==> config.mk <==
export PLATFORM = sky130hd
export DESIGN_NAME = codec_uart_sequencer
export DESIGN_NICKNAME = d
export VERILOG_FILES = /design/src/rtl/codec_seq_pkg.sv /design/src/rtl/codec_seq_bitpacker.sv /design/src/rtl/codec_uart_sequencer.sv
export SDC_FILE = /design/constraint.sdc
export NUM_CORES = 1
export LEC_CHECK = 0
export BUFFER_PORTS_ARGS = -buffer_cell sky130_fd_sc_hd__buf_2
export CAP_MARGIN = 0
export CORE_MARGIN = 3
export CORE_UTILIZATION = 40
export DETAILED_ROUTE_END_ITERATION = 7
export GPL_ROUTABILITY_DRIVEN = 0
export PLACE_DENSITY = 0.61
export SLEW_MARGIN = 5
export SYNTH_ARGS = -nofsm -noshare
export SYNTH_HDL_FRONTEND = slang
export SYNTH_SLANG_ARGS = --single-unit
==> constraint.sdc <==
create_clock -name clk -period 5.95 [get_ports clk]
set_clock_uncertainty 0.05 [all_clocks]
set_input_delay 0 -clock clk [delete_from_list [all_inputs] [get_ports clk]]
set_output_delay 0 -clock clk [all_outputs]
set_load 0.01 [all_outputs]
==> src/rtl/codec_seq_pkg.sv <==
// rtl/codec_seq_pkg.sv - shared state types and frame-size constants for the codec UART sequencer
package codec_seq_pkg;

   localparam int MAX_FRAME_BYTES = 8;
   localparam int MAX_IN_BITS     = 8 * MAX_FRAME_BYTES;
   localparam int MAX_OUT_BITS    = 2 * MAX_IN_BITS;

   typedef enum logic [1:0] {
      ST_IDLE,
      ST_COLLECT,
      ST_ENCODE,
      ST_SEND
   } seq_state_t;

   // Per-bit encoder handshake: clear pulse, bit issue, pair capture
   typedef enum logic [1:0] {
      ENC_CLEAR,
      ENC_ISSUE,
      ENC_CAPTURE
   } enc_phase_t;

   // Per-byte transmit handshake with the UART transmitter
   typedef enum logic [1:0] {
      TX_READY,
      TX_START,
      TX_GUARD,
      TX_WAIT
   } tx_phase_t;

endpackage

==> src/rtl/codec_seq_bitpacker.sv <==
// rtl/codec_seq_bitpacker.sv - serializes the received frame LSB-first and packs encoder pairs into output bytes
module codec_seq_bitpacker
   import codec_seq_pkg::*;
#(
   parameter int FRAME_BYTES = 4
) (
   input  logic                    clk,
   input  logic                    rst,
   input  logic                    clear,
   input  logic [MAX_IN_BITS-1:0]  in_buf,
   input  logic                    take,
   input  logic                    capture,
   input  logic [1:0]              pair,
   input  logic [3:0]              rd_idx,
   output logic                    cur_bit,
   output logic                    last_capture,
   output logic [7:0]              rd_byte
);

   localparam logic [5:0] LAST_BIT = 6'(8 * FRAME_BYTES - 1);

   // bit_idx is the next bit to issue; it may wrap after the final issue,
   // which is harmless because nothing is issued again before the next clear.
   logic [5:0]              bit_idx;
   logic [5:0]              cap_idx;
   logic [MAX_OUT_BITS-1:0] out_buf;

   assign cur_bit      = in_buf[bit_idx];
   assign last_capture = (cap_idx == LAST_BIT);
   assign rd_byte      = out_buf[{rd_idx, 3'b000} +: 8];

   // Advance the issue pointer on each take and store each encoder pair at its step slot
   always_ff @(posedge clk) begin
      if (rst || clear) begin
         bit_idx <= '0;
         cap_idx <= '0;
         out_buf <= '0;
      end else begin
         if (take) begin
            bit_idx <= bit_idx + 6'd1;
         end
         if (capture) begin
            out_buf[{cap_idx, 1'b0} +: 2] <= pair;
            cap_idx                       <= cap_idx + 6'd1;
         end
      end
   end

endmodule

==> src/rtl/codec_uart_sequencer.sv <==
// rtl/codec_uart_sequencer.sv - UART frame collect/encode/send sequencer (optional COLLECT timeout via CODEC_SEQ_TIMEOUT_EN)
module codec_uart_sequencer
   import codec_seq_pkg::*;
#(
   parameter int FRAME_BYTES    = 4,
   parameter int CONSTRAINT_LEN = 3,
   parameter int TIMEOUT_CYCLES = 1000000
) (
   input  logic       clk,
   input  logic       rst,
   input  logic       rx_data_ready,
   input  logic [7:0] rx_data,
   input  logic       tx_busy,
   output logic       tx_start,
   output logic [7:0] tx_data,
   output logic       enc_clear,
   output logic       enc_valid,
   output logic       enc_bit,
   input  logic [1:0] enc_out,
   output logic [2:0] k_sel,
   output logic       busy,
   output logic       frame_done,
   output logic       overrun
);

   localparam logic [3:0] LAST_IN_BYTE  = 4'(FRAME_BYTES - 1);
   localparam logic [3:0] LAST_OUT_BYTE = 4'(2 * FRAME_BYTES - 1);

   seq_state_t             state;
   enc_phase_t             enc_phase;
   tx_phase_t              tx_phase;
   logic [3:0]             count;
   logic [3:0]             tx_idx;
   logic [MAX_IN_BITS-1:0] in_buf;
   logic                   take;
   logic                   capture;
   logic                   cur_bit;
   logic                   last_capture;
   logic [7:0]             rd_byte;
`ifdef CODEC_SEQ_TIMEOUT_EN
   localparam logic [31:0] TMO_LAST = 32'(TIMEOUT_CYCLES - 1);
   logic [31:0]            tmo_cnt;
`endif

   assign k_sel = 3'(CONSTRAINT_LEN);
   assign busy  = (state != ST_IDLE);

   // A bit is taken when the clear cycle ends and after every capture except the last
   assign take    = (state == ST_ENCODE) &&
                    ((enc_phase == ENC_CLEAR) ||
                     ((enc_phase == ENC_CAPTURE) && !last_capture));
   assign capture = (state == ST_ENCODE) && (enc_phase == ENC_CAPTURE);

   codec_seq_bitpacker #(
      .FRAME_BYTES (FRAME_BYTES)
   ) u_bitpacker (
      .clk          (clk),
      .rst          (rst),
      .clear        (state == ST_IDLE),
      .in_buf       (in_buf),
      .take         (take),
      .capture      (capture),
      .pair         (enc_out),
      .rd_idx       (tx_idx),
      .cur_bit      (cur_bit),
      .last_capture (last_capture),
      .rd_byte      (rd_byte)
   );

   // Frame sequencer: collect bytes, drive the encoder bit by bit, then hand bytes to the UART
   always_ff @(posedge clk) begin
      if (rst) begin
         state      <= ST_IDLE;
         enc_phase  <= ENC_CLEAR;
         tx_phase   <= TX_READY;
         count      <= '0;
         tx_idx     <= '0;
         in_buf     <= '0;
         tx_start   <= 1'b0;
         tx_data    <= '0;
         enc_clear  <= 1'b0;
         enc_valid  <= 1'b0;
         enc_bit    <= 1'b0;
         frame_done <= 1'b0;
         overrun    <= 1'b0;
`ifdef CODEC_SEQ_TIMEOUT_EN
         tmo_cnt    <= '0;
`endif
      end else begin
         tx_start   <= 1'b0;
         enc_clear  <= 1'b0;
         enc_valid  <= 1'b0;
         frame_done <= 1'b0;

         // Bytes arriving while the frame is being processed are lost
         if (rx_data_ready && ((state == ST_ENCODE) || (state == ST_SEND))) begin
            overrun <= 1'b1;
         end

         case (state)
            ST_IDLE: begin
               if (rx_data_ready) begin
                  in_buf[7:0] <= rx_data;
                  count       <= 4'd1;
`ifdef CODEC_SEQ_TIMEOUT_EN
                  tmo_cnt     <= '0;
`endif
                  if (FRAME_BYTES == 1) begin
                     state     <= ST_ENCODE;
                     enc_phase <= ENC_CLEAR;
                     enc_clear <= 1'b1;
                  end else begin
                     state <= ST_COLLECT;
                  end
               end
            end

            ST_COLLECT: begin
               if (rx_data_ready) begin
                  in_buf[{count[2:0], 3'b000} +: 8] <= rx_data;
                  count                             <= count + 4'd1;
`ifdef CODEC_SEQ_TIMEOUT_EN
                  tmo_cnt                           <= '0;
`endif
                  if (count == LAST_IN_BYTE) begin
                     state     <= ST_ENCODE;
                     enc_phase <= ENC_CLEAR;
                     enc_clear <= 1'b1;
                  end
               end
`ifdef CODEC_SEQ_TIMEOUT_EN
               else if (tmo_cnt == TMO_LAST) begin
                  state   <= ST_IDLE;
                  count   <= '0;
                  tmo_cnt <= '0;
               end else begin
                  tmo_cnt <= tmo_cnt + 32'd1;
               end
`endif
            end

            ST_ENCODE: begin
               case (enc_phase)
                  ENC_CLEAR: begin
                     enc_valid <= 1'b1;
                     enc_bit   <= cur_bit;
                     enc_phase <= ENC_ISSUE;
                  end
                  ENC_ISSUE: begin
                     enc_phase <= ENC_CAPTURE;
                  end
                  ENC_CAPTURE: begin
                     if (last_capture) begin
                        state    <= ST_SEND;
                        tx_phase <= TX_READY;
                        tx_idx   <= '0;
                     end else begin
                        enc_valid <= 1'b1;
                        enc_bit   <= cur_bit;
                        enc_phase <= ENC_ISSUE;
                     end
                  end
                  default: begin
                     enc_phase <= ENC_CLEAR;
                  end
               endcase
            end

            ST_SEND: begin
               case (tx_phase)
                  TX_READY: begin
                     if (!tx_busy) begin
                        tx_start <= 1'b1;
                        tx_data  <= rd_byte;
                        tx_phase <= TX_START;
                     end
                  end
                  // The transmitter has not reacted to the request yet; its busy is stale here
                  TX_START: begin
                     tx_phase <= TX_GUARD;
                  end
                  TX_GUARD: begin
                     tx_phase <= TX_WAIT;
                  end
                  TX_WAIT: begin
                     if (!tx_busy) begin
                        if (tx_idx == LAST_OUT_BYTE) begin
                           frame_done <= 1'b1;
                           state      <= ST_IDLE;
                           count      <= '0;
                        end else begin
                           tx_idx   <= tx_idx + 4'd1;
                           tx_phase <= TX_READY;
                        end
                     end
                  end
                  default: begin
                     tx_phase <= TX_READY;
                  end
               endcase
            end

            default: begin
               state <= ST_IDLE;
            end
         endcase
      end
   end

endmodule

==> results of run 1 <==
-- power breakdown --
| group | leakage [nW] | internal [mW] | total [mW] | switching, mW |
|---|---|---|---|---|
| logic | 2.42 | 0.158 | 0.536 | 0.378 |
| registers | 1.87 | 1.59 | 1.61 | 0.0255 |
| clock network | 0.479 | 1.09 | 1.77 | 0.679 |
-- registers in the layout, summed over array words and instances (netlist names), 2 cells and up --
signal               count
count                    4
enc_phase                2
in_buf                  64
state                    2
tx_data                  8
tx_idx                   4
tx_phase                 2
u_bitpacker.bit_idx      6
u_bitpacker.cap_idx      6
u_bitpacker.out_buf    128
-- worst max-delay path: stages, from the launching register on --
cell	delay [ns]
dfxtp_1	0.71
inv_1	0.18
ha_1	0.33
xor2_1	1.02
nand4_1	0.40
or2_2	0.44
or4b_1	0.50
o21ai_0	0.08
-- how the worst max path moves through the flow --
| stage | start | end | depth (start not counted) |
|---|---|---|---|
| 2_1_floorplan | u_bitpacker.cap_idx[0] | u_bitpacker.out_buf[80] | 9 |
| 3_3_place_gp | u_bitpacker.cap_idx[0] | u_bitpacker.out_buf[42] | 7 |
| 3_5_place_dp | u_bitpacker.cap_idx[0] | u_bitpacker.out_buf[42] | 7 |
| 4_1_cts | u_bitpacker.cap_idx[0] | u_bitpacker.out_buf[42] | 7 |
| 5_1_grt | u_bitpacker.cap_idx[0] | u_bitpacker.out_buf[42] | 7 |
| 6_report | u_bitpacker.cap_idx[0] | u_bitpacker.out_buf[42] | 7 |
-- synth_stat cells (3+ instances only) --
cell type / instances / area share (%)
a21oi_1: 25 / 1.1
nor3_1: 11 / 0.49
nor2b_1: 3 / 0.17
nor3_2: 3 / 0.27
o31ai_1: 3 / 0.20
or3_1: 4 / 0.22
and2_1: 8 / 0.44
buf_2: 11 / 0.49
nand2_1: 199 / 6.6
clkbuf_1: 64 / 2.1
mux4_2: 50 / 9.9
dfxtp_1: 232 / 41
o221ai_1: 3 / 0.23
buf_4: 3 / 0.20
o41ai_1: 13 / 1.0
o21ai_0: 14 / 0.62
nor2_2: 5 / 0.28
nand3_1: 28 / 1.2
nand2b_1: 6 / 0.33
xnor2_1: 7 / 0.54
nor2_1: 107 / 3.5
buf_1: 7 / 0.23
nand2_2: 4 / 0.22
or4_1: 3 / 0.20
xor2_1: 10 / 0.77
o211ai_1: 16 / 1.1
ha_1: 16 / 1.8
mux2_2: 5 / 0.50
o2111ai_1: 4 / 0.31
and3b_1: 5 / 0.39
mux2i_1: 191 / 17
inv_1: 19 / 0.63
nand4_1: 16 / 0.88
nand3b_1: 4 / 0.27
o22ai_1: 5 / 0.28
and3_1: 5 / 0.28
-- area by class of cell --
type	instances	area share, %
clock buffers	31	5.66
flip-flops and latches	232	36.5
multi-input cells	821	49.1
clock inverters	19	1.89
well taps	372	3.65
repair buffers	51	2.71
inverters	19	0.560
-- cells by family (layout without fill, tap and decap cells) --
logic type,count (synthesis),count (layout)
AND/OR/NAND/NOR,429,429
multiplexers,246,246
flip-flops,232,232
AO/OA/AOI/OAI,110,110
buffers and inverters,106,120
XOR/XNOR,17,17
adder cells (fa/ha/maj),16,16
other,2,3
-- layer usage --
layer  up-vias  global-route usage (%)
li1       4104                       -
met1      4187                    26.6
met2       214                    28.5
met3        56                    2.77
met4         0                    5.16
met5         -                       0
-- timing repair --
| item | in CTS | in global routing |
|---|---|---|
| hold buffers | 13 | 0 |
| endpoints found under the setup margin | 0 | 0 |
| hold endpoints to repair | 120 | 0 |
==> results.cfg, run 1 <==
[logic_synthesis]
avgSynthCellArea_um2 = 9.77
synthesis.area_um2 = 11300
synthFlopType = dfxtp_1
seq_area_frac_synth_pct = 41.0
yosys.area_share.xor_xnor_pct = 1.32
yosysWarnings = 0
syn_inst = 1158
synth_compound_area_share_pct = 7.32
synthArstFlopShare_pct = 0
synth_simple_gate_area_share_pct = 17.3
synth_mux_area_share_pct = 27.3
synth_top_family_by_area = multiplexers
synth_edf_count = 0
ys_seq_elements = 232
synth_cell_types = 74
synth_fa_ha_area_share_pct = 1.77

[finish]
regArea_um2 = 4650
mostFrequentLayoutCells = dfxtp_1, nand2_1, mux2i_1
design_area_um2 = 12700
diodes = 0
final_common_cell = dfxtp_1
n_fill_cell = 2541
fin_util_pct = 46.5
fin_nets = 1182
drive_above_1_share_pct = 14.7
post_layout_nonfiller_instances = 1545
multiInputGateArea_um2 = 6250
area_delta_synth_final_pct = 12.5

[die]
ios = 32
die_x_um = 174
dieArea_um2 = 30400
floorplan.initialDensity_pct = 41.3
row_count = 60
design.core.area_um2 = 27400
die_h_um = 174

[global_route]
grt_max_degree = 92
globalRouteOverflowTotal = 0
first_global_vias = 8244
antenna_found_initial = 0
grt_pass1_wl_mm = 45.9
grt_usage_pct = 18.4

[route]
wl_per_cell_um = 18.3
dr_wl_met2_mm = 12.7
top_layer = met4
vias_per_cell = 5.54
drtIter0Drc = 687
wl_met3_mm = 1.41
via_count = 8561
wl_met1_mm = 13.4
drt-total-wl_mm = 28.2
dr.pass1.iters = 5
drc_errors = 0
ant_nets = 0

[clock_network]
htree_levels = 1
cts.repair.resized = 0
cts_tree = yes
insertion_delay_ns = 0.54
path_clk_slew_ns = 0.06
cts_buffer_depth = 3
root_buffer = clkbuf_16
cts_made_buffers = 27
cts.sinks = 232
postCtsSetupBuffers = 0

[setup_path]
r2r_slack_ns = 2.16
startpoint_type = flop
endpoint_kind = flop
ff2ff_path_depth = 7
cp.required_ns = 6.36
arrival_ns = 4.20
r2r-end = u_bitpacker.out_buf[42]
critPathKind = reg -> reg
r2r_start = u_bitpacker.cap_idx[0]
path_max_fanout = 18

[sta]
tightestPinTransition_ns = 1.30
slew_violations = 0
hold_viol_final = 0
hold_ws_ns = 0.309
setup-violations-final = 0
relSlewSlack_pct = 13.0
rsz0062_at_grt = false
setup_tns_ns = 0
fin_crit_sh_pct = 63.6
min_period_ns = 3.79
fmax_ghz = 0.264
layout_setup_ws_ns = 2.16

[place]
dpl.cell_count = 1482
io_buffer_count = 28
dp_slack_ns = 2.30
postPlaceCellArea_um2 = 11600
dp_hpwl_mm = 18.9

[hold_path]
worstHoldStart = rx_data_ready
holdPathStages = 4
hold_class = in -> reg
min_to = overrun

[job]
drv_cap = 0

[power]
pwr_density_cell_nw_per_um2 = 307
fin_total_pwr_mw = 3.92
p_leak_nw = 4.77
peakVddDrop_mv = 0.293

[outcome]
status = complete, no violations
No activity file was read; power rests on OpenSTA's default activity.
==> run 2: changes to the inputs <==
--- a/config.mk
+++ b/config.mk
@@ -11,7 +11,7 @@
 export CORE_UTILIZATION = 40
 export DETAILED_ROUTE_END_ITERATION = 7
 export GPL_ROUTABILITY_DRIVEN = 0
-export PLACE_DENSITY = 0.61
+export PLACE_DENSITY = 0.63
 export SLEW_MARGIN = 5
 export SYNTH_ARGS = -nofsm -noshare
 export SYNTH_HDL_FRONTEND = slang
==> constraint.sdc (replaced) <==
create_clock -name clk -period 3.31 [get_ports clk]
set_clock_uncertainty 0.05 [all_clocks]
set_input_delay 0 -clock clk [delete_from_list [all_inputs] [get_ports clk]]
set_output_delay 0 -clock clk [all_outputs]
set_load 0.01 [all_outputs]
==> results.cfg, run 2 (synthesis gave the netlist of run 1 again) <==
[place]
io_buffer_count = 28
dp_hpwl_mm = 19.1

[power]
fin_total_pwr_mw = 6.77
power_frac_seq_pct = 42.9
pwr_density_cell_nw_per_um2 = 529
swShare_pct = 27.9
internal-power_mw = 4.88
p_clk_share_pct = 42.2
peakVddDrop_mv = 0.388
p_comb_share_pct = 14.9
p_switching_mw = 1.89
p_leak_nw = 4.80

[finish]
drive_above_1_share_pct = 15.1
registers.top_by_ff_count = u_bitpacker.out_buf
final_common_cell = dfxtp_1
diodes = 0
largest_reg_flops = 128
mostFrequentLayoutCells = dfxtp_1, nand2_1, mux2i_1
fin_nets = 1200
area_delta_synth_final_pct = 12.9
reg_top3 = u_bitpacker.out_buf: 128 flops, in_buf: 64 flops, tx_data: 8 flops

[route]
vias_per_cell = 5.56
dr.pass1.iters = 5
ant_nets = 0
via_count = 8676
drt-total-wl_mm = 28.5
drtIter0Drc = 829
drc_errors = 0
wl_per_cell_um = 18.2

[die]
dieArea_um2 = 30400
row_count = 60
floorplan.initialDensity_pct = 41.3
ios = 32
die_h_um = 174
die_x_um = 174
design.core.area_um2 = 27400

[global_route]
globalRouteOverflowTotal = 0
grt_max_degree = 92
grt_pass1_wl_mm = 46.5
grt_usage_pct = 18.6
first_global_vias = 8572
antenna_found_initial = 0

[setup_path]
r2r-end = u_bitpacker.out_buf[72]
r2r_start = u_bitpacker.cap_idx[1]
arrival_ns = 3.21
path_max_fanout = 10
critPathKind = reg -> reg
cp_cell_sequence = inv_1, ha_1, xor2_1, a2111oi_1, and2_1, nand2_1, mux2i_1
cp_top_family = compound AO/OA/AOI/OAI gates
cp.required_ns = 3.66
r2r_slack_ns = 0.45
startpoint_type = flop
slowest_stage = a2111oi_1
cpPeakStageDelay_ns = 0.89
ff2ff_path_depth = 7
endpoint_kind = flop
worst-path-buf-inv = 1

[hold_path]
min_to = overrun
hold_class = in -> reg
holdPathStages = 4
worstHoldStart = rx_data_ready

[clock_network]
cts_tree = yes
root_buffer = clkbuf_16
cts.sinks = 232
path_clk_slew_ns = 0.06
cts_made_buffers = 26
postCtsSetupBuffers = 0
insertion_delay_ns = 0.53
htree_levels = 1
cts_buffer_depth = 3

[outcome]
status = complete, no violations

[sta]
fin_crit_sh_pct = 86.4
setup-violations-final = 0
min_period_ns = 2.86
relSlewSlack_pct = 31.2
setup_tns_ns = 0
rsz0062_at_grt = false
fmax_ghz = 0.350
hold_viol_final = 0
slew_violations = 0
tightestPinTransition_ns = 1.03

[job]
drv_cap = 0
==> run 2: cell types whose count changed in the layout (fill, tap and decap cells not counted) <==
cell,change
clkinv_2,-9
buf_12,+1
bufinv_16,-4
clkbuf_8,+3
inv_6,+1
clkinvlp_4,-1
clkbuf_1,+8
buf_4,+18
inv_16,-1
==> run 2: how the worst max path moves through the flow <==
stage	from	endpoint	slack, ns	depth (start not counted)
CTS	u_bitpacker.cap_idx[1]	u_bitpacker.out_buf[72]	0.48	7
global route	u_bitpacker.cap_idx[1]	u_bitpacker.out_buf[34]	0.23	7
finish	u_bitpacker.cap_idx[1]	u_bitpacker.out_buf[72]	0.45	7
floorplan	u_bitpacker.cap_idx[0]	u_bitpacker.out_buf[80]	0.52	9
global placement	u_bitpacker.cap_idx[3]	u_bitpacker.out_buf[74]	0.58	5
detailed placement	u_bitpacker.cap_idx[1]	u_bitpacker.out_buf[73]	0.50	7
==> run 2: worst reg2reg max path, cell delays in order (launching register included) <==
cell and delay [ns]:
dfxtp_1 0.49, inv_1 0.12, ha_1 0.29, xor2_1 0.28, a2111oi_1 0.89, and2_1 0.33, nand2_1 0.12, mux2i_1 0.16
==> run 2: cell type report <==
| cell class | instances | area, um^2 |
|---|---|---|
| clock buffers | 42 | 792 |
| clock inverters | 5 | 56.3 |
| fillers | 2565 | 14600 |
| inverters | 19 | 71.3 |
| multi-input cells | 821 | 6250 |
| flip-flops and latches | 232 | 4650 |
| well taps | 372 | 465 |
| repair buffers | 70 | 500 |
==> run 2: power groups by stage <==
stage          Combinational [mW]  Sequential, mW  Clock (mW)
6_report                     1.01            2.90        2.85
5_1_grt                      1.12            2.91        3.04
4_1_cts                      1.01            2.90        2.91
3_5_place_dp                0.995            2.96           0
3_3_place_gp                0.983            2.96           0
2_1_floorplan               0.733            2.95           0
==> run 2: timing repair <==
action / 4_1_cts / 5_1_grt
hold buffers: 13 / 0
resized for setup: 0 / 0
endpoints found under the hold margin: 123 / 0
==> run 2: per-layer routing <==
metal / vias up / global-route usage [%] / wire length [um]
met5: - / 0 / 0
met4: 0 / 5.29 / 677
met3: 52 / 3.30 / 1630
met2: 240 / 29.6 / 13000
met1: 4246 / 26.1 / 13100
li1: 4138 / - / -
==> run 2: through the flow <==
step | hold WS (ns) | setup slack (ns) | area (um^2) | std cells | util, %
5_1_grt | 0.335 | 0.228 | 12800 | 1561 | 46.6
6_report | 0.314 | 0.451 | 12800 | 1561 | 46.6
3_3_place_gp | 0.294 | 0.576 | 11800 | 1501 | 43.1
3_5_place_dp | 0.297 | 0.504 | 11800 | 1501 | 43.1
2_1_floorplan | 0.167 | 0.516 | 11300 | 1159 | -
4_1_cts | 0.298 | 0.478 | 12800 | 1561 | 46.6
==> run 3: changes to the inputs <==
--- a/config.mk
+++ b/config.mk
@@ -11,7 +11,7 @@
 export CORE_UTILIZATION = 40
 export DETAILED_ROUTE_END_ITERATION = 7
 export GPL_ROUTABILITY_DRIVEN = 0
-export PLACE_DENSITY = 0.63
+export MAX_ROUTING_LAYER = met4
 export SLEW_MARGIN = 5
 export SYNTH_ARGS = -nofsm -noshare
 export SYNTH_HDL_FRONTEND = slang
==> results.cfg, run 3 (synthesis gave the netlist of run 1 again) <==
[finish]
fin_nets = 1201
largest_reg_flops = 128
drive_above_1_share_pct = 15.1
final_common_cell = dfxtp_1
reg_top3 = u_bitpacker.out_buf: 128 flops, in_buf: 64 flops, tx_data: 8 flops
mostFrequentLayoutCells = dfxtp_1, nand2_1, mux2i_1
area_delta_synth_final_pct = 12.8
registers.top_by_ff_count = u_bitpacker.out_buf
design_area_um2 = 12800
diodes = 0
n_fill_cell = 2601

[setup_path]
r2r_slack_ns = 0.40
path_max_fanout = 10
r2r-end = u_bitpacker.out_buf[39]
critPathKind = reg -> reg
cp_cell_sequence = inv_1, ha_1, nor3b_2, xor2_1, nand4_1, nor3_1, mux2i_1
cpPeakStageDelay_ns = 0.55
ff2ff_path_depth = 7
endpoint_kind = flop
startpoint_type = flop
r2r_start = u_bitpacker.cap_idx[1]
cp.required_ns = 3.73
arrival_ns = 3.33
slowest_stage = xor2_1

[job]
drv_cap = 0

[die]
dieArea_um2 = 30400
row_count = 60
floorplan.initialDensity_pct = 41.3
design.core.area_um2 = 27400
ios = 32
die_h_um = 174
die_x_um = 174

[global_route]
grt_usage_pct = 19.2
globalRouteOverflowTotal = 0
grt_max_degree = 101
antenna_found_initial = 0
first_global_vias = 8158
grt_pass1_wl_mm = 46.1

[sta]
slew_violations = 0
relSlewSlack_pct = 34.5
tightestPinTransition_ns = 0.982
fin_crit_sh_pct = 88.0
rsz0062_at_grt = false
hold_viol_final = 0
setup-violations-final = 0
layout_setup_ws_ns = 0.397
setup_tns_ns = 0
fmax_ghz = 0.343
min_period_ns = 2.91

[place]
postPlaceCellArea_um2 = 11800
dp_slack_ns = 0.471
dp_hpwl_mm = 19.4
io_buffer_count = 28

[clock_network]
cts_tree = yes
cts_buffer_depth = 3
cts_made_buffers = 25
postCtsSetupBuffers = 0
cts.sinks = 232
path_clk_slew_ns = 0.06
insertion_delay_ns = 0.54
htree_levels = 1
cts.repair.resized = 0
root_buffer = clkbuf_16

[power]
pwr_density_cell_nw_per_um2 = 530
p_leak_nw = 4.80
peakVddDrop_mv = 0.314

[route]
vias_per_cell = 5.52
via_count = 8607
drt-total-wl_mm = 28.7
drc_errors = 0
wl_per_cell_um = 18.4
ant_nets = 0
drtIter0Drc = 798
dr.pass1.iters = 5

[hold_path]
worstHoldStart = rx_data_ready
min_to = overrun
hold_class = in -> reg
holdPathStages = 4

[outcome]
status = complete, no violations
-- run 3: cell count changes in the layout (fill, tap and decap cells not counted) --
| cell | delta |
|---|---|
| inv_16 | +1 |
| buf_4 | +2 |
| bufinv_16 | +1 |
| clkbuf_1 | -2 |
| clkinv_2 | -2 |
| inv_6 | -1 |
| clkbuf_16 | -2 |
-- run 3: per-layer routing --
layer  track usage, %  up-vias  wire (um)
li1                 -     4131          -
met3             2.75       43       1540
met1             27.3     4217      13700
met2             28.8      216      12900
met4             4.69        0        595
met5                -        -          0
-- run 3: area by class of cell --
| type | count | area [um^2] | area share (%) |
|---|---|---|---|
| Inverter | 19 | 71.3 | 0.559 |
| Timing Repair Buffer | 72 | 515 | 4.04 |
| Clock inverter | 4 | 87.6 | 0.686 |
| Multi-Input combinational cell | 821 | 6250 | 48.9 |
| Sequential cell | 232 | 4650 | 36.4 |
| Tap cell | 372 | 465 | 3.65 |
| Clock buffer | 38 | 734 | 5.75 |
-- run 3: worst max path at each step --
stage	end	cells after the start	slack, ns	startpoint
final	u_bitpacker.out_buf[39]	7	0.40	u_bitpacker.cap_idx[1]
after global routing	u_bitpacker.out_buf[22]	7	0.19	u_bitpacker.cap_idx[1]
after CTS	u_bitpacker.out_buf[39]	7	0.42	u_bitpacker.cap_idx[1]
after detailed placement	u_bitpacker.out_buf[39]	7	0.47	u_bitpacker.cap_idx[1]
after global placement	u_bitpacker.out_buf[74]	5	0.52	u_bitpacker.cap_idx[3]
after floorplan	u_bitpacker.out_buf[80]	9	0.52	u_bitpacker.cap_idx[0]
-- run 3: report_power, final --
group | total, mW | leakage (nW) | switching (mW) | internal [mW]
Sequential | 2.90 | 1.87 | 0.0482 | 2.85
Combinational | 1.03 | 2.53 | 0.704 | 0.321
Clock | 2.84 | 0.398 | 1.16 | 1.68
Total | 6.76 | 4.80 | 1.91 | 4.86
-- run 3: critical path, delay by kind of cell, from the launching register on --
kind                     cells  cell delay, ns
XOR/XNOR                     1            0.55
multiplexers                 1            0.24
AND/OR/NAND/NOR              3            1.18
flip-flops                   1            0.40
buffers and inverters        1            0.11
adder cells (fa/ha/maj)      1            0.29
-- run 3: through the flow --
| stage | hold slack (ns) | utilization (%) | power, mW | std cells |
|---|---|---|---|---|
| 2_1_floorplan | 0.167 | - | 3.68 | 1159 |
| 3_3_place_gp | 0.286 | 43.1 | 3.96 | 1503 |
| 3_5_place_dp | 0.293 | 43.1 | 3.97 | 1503 |
| 4_1_cts | 0.284 | 46.6 | 6.82 | 1558 |
| 5_1_grt | 0.328 | 46.6 | 7.05 | 1558 |
| 6_report | 0.290 | 46.6 | 6.76 | 1558 |
-- run 3: timing repair --
action | CTS | global route
hold endpoints to repair | 130 | 0
hold buffers | 13 | 0
endpoints found under the setup margin | 0 | 0
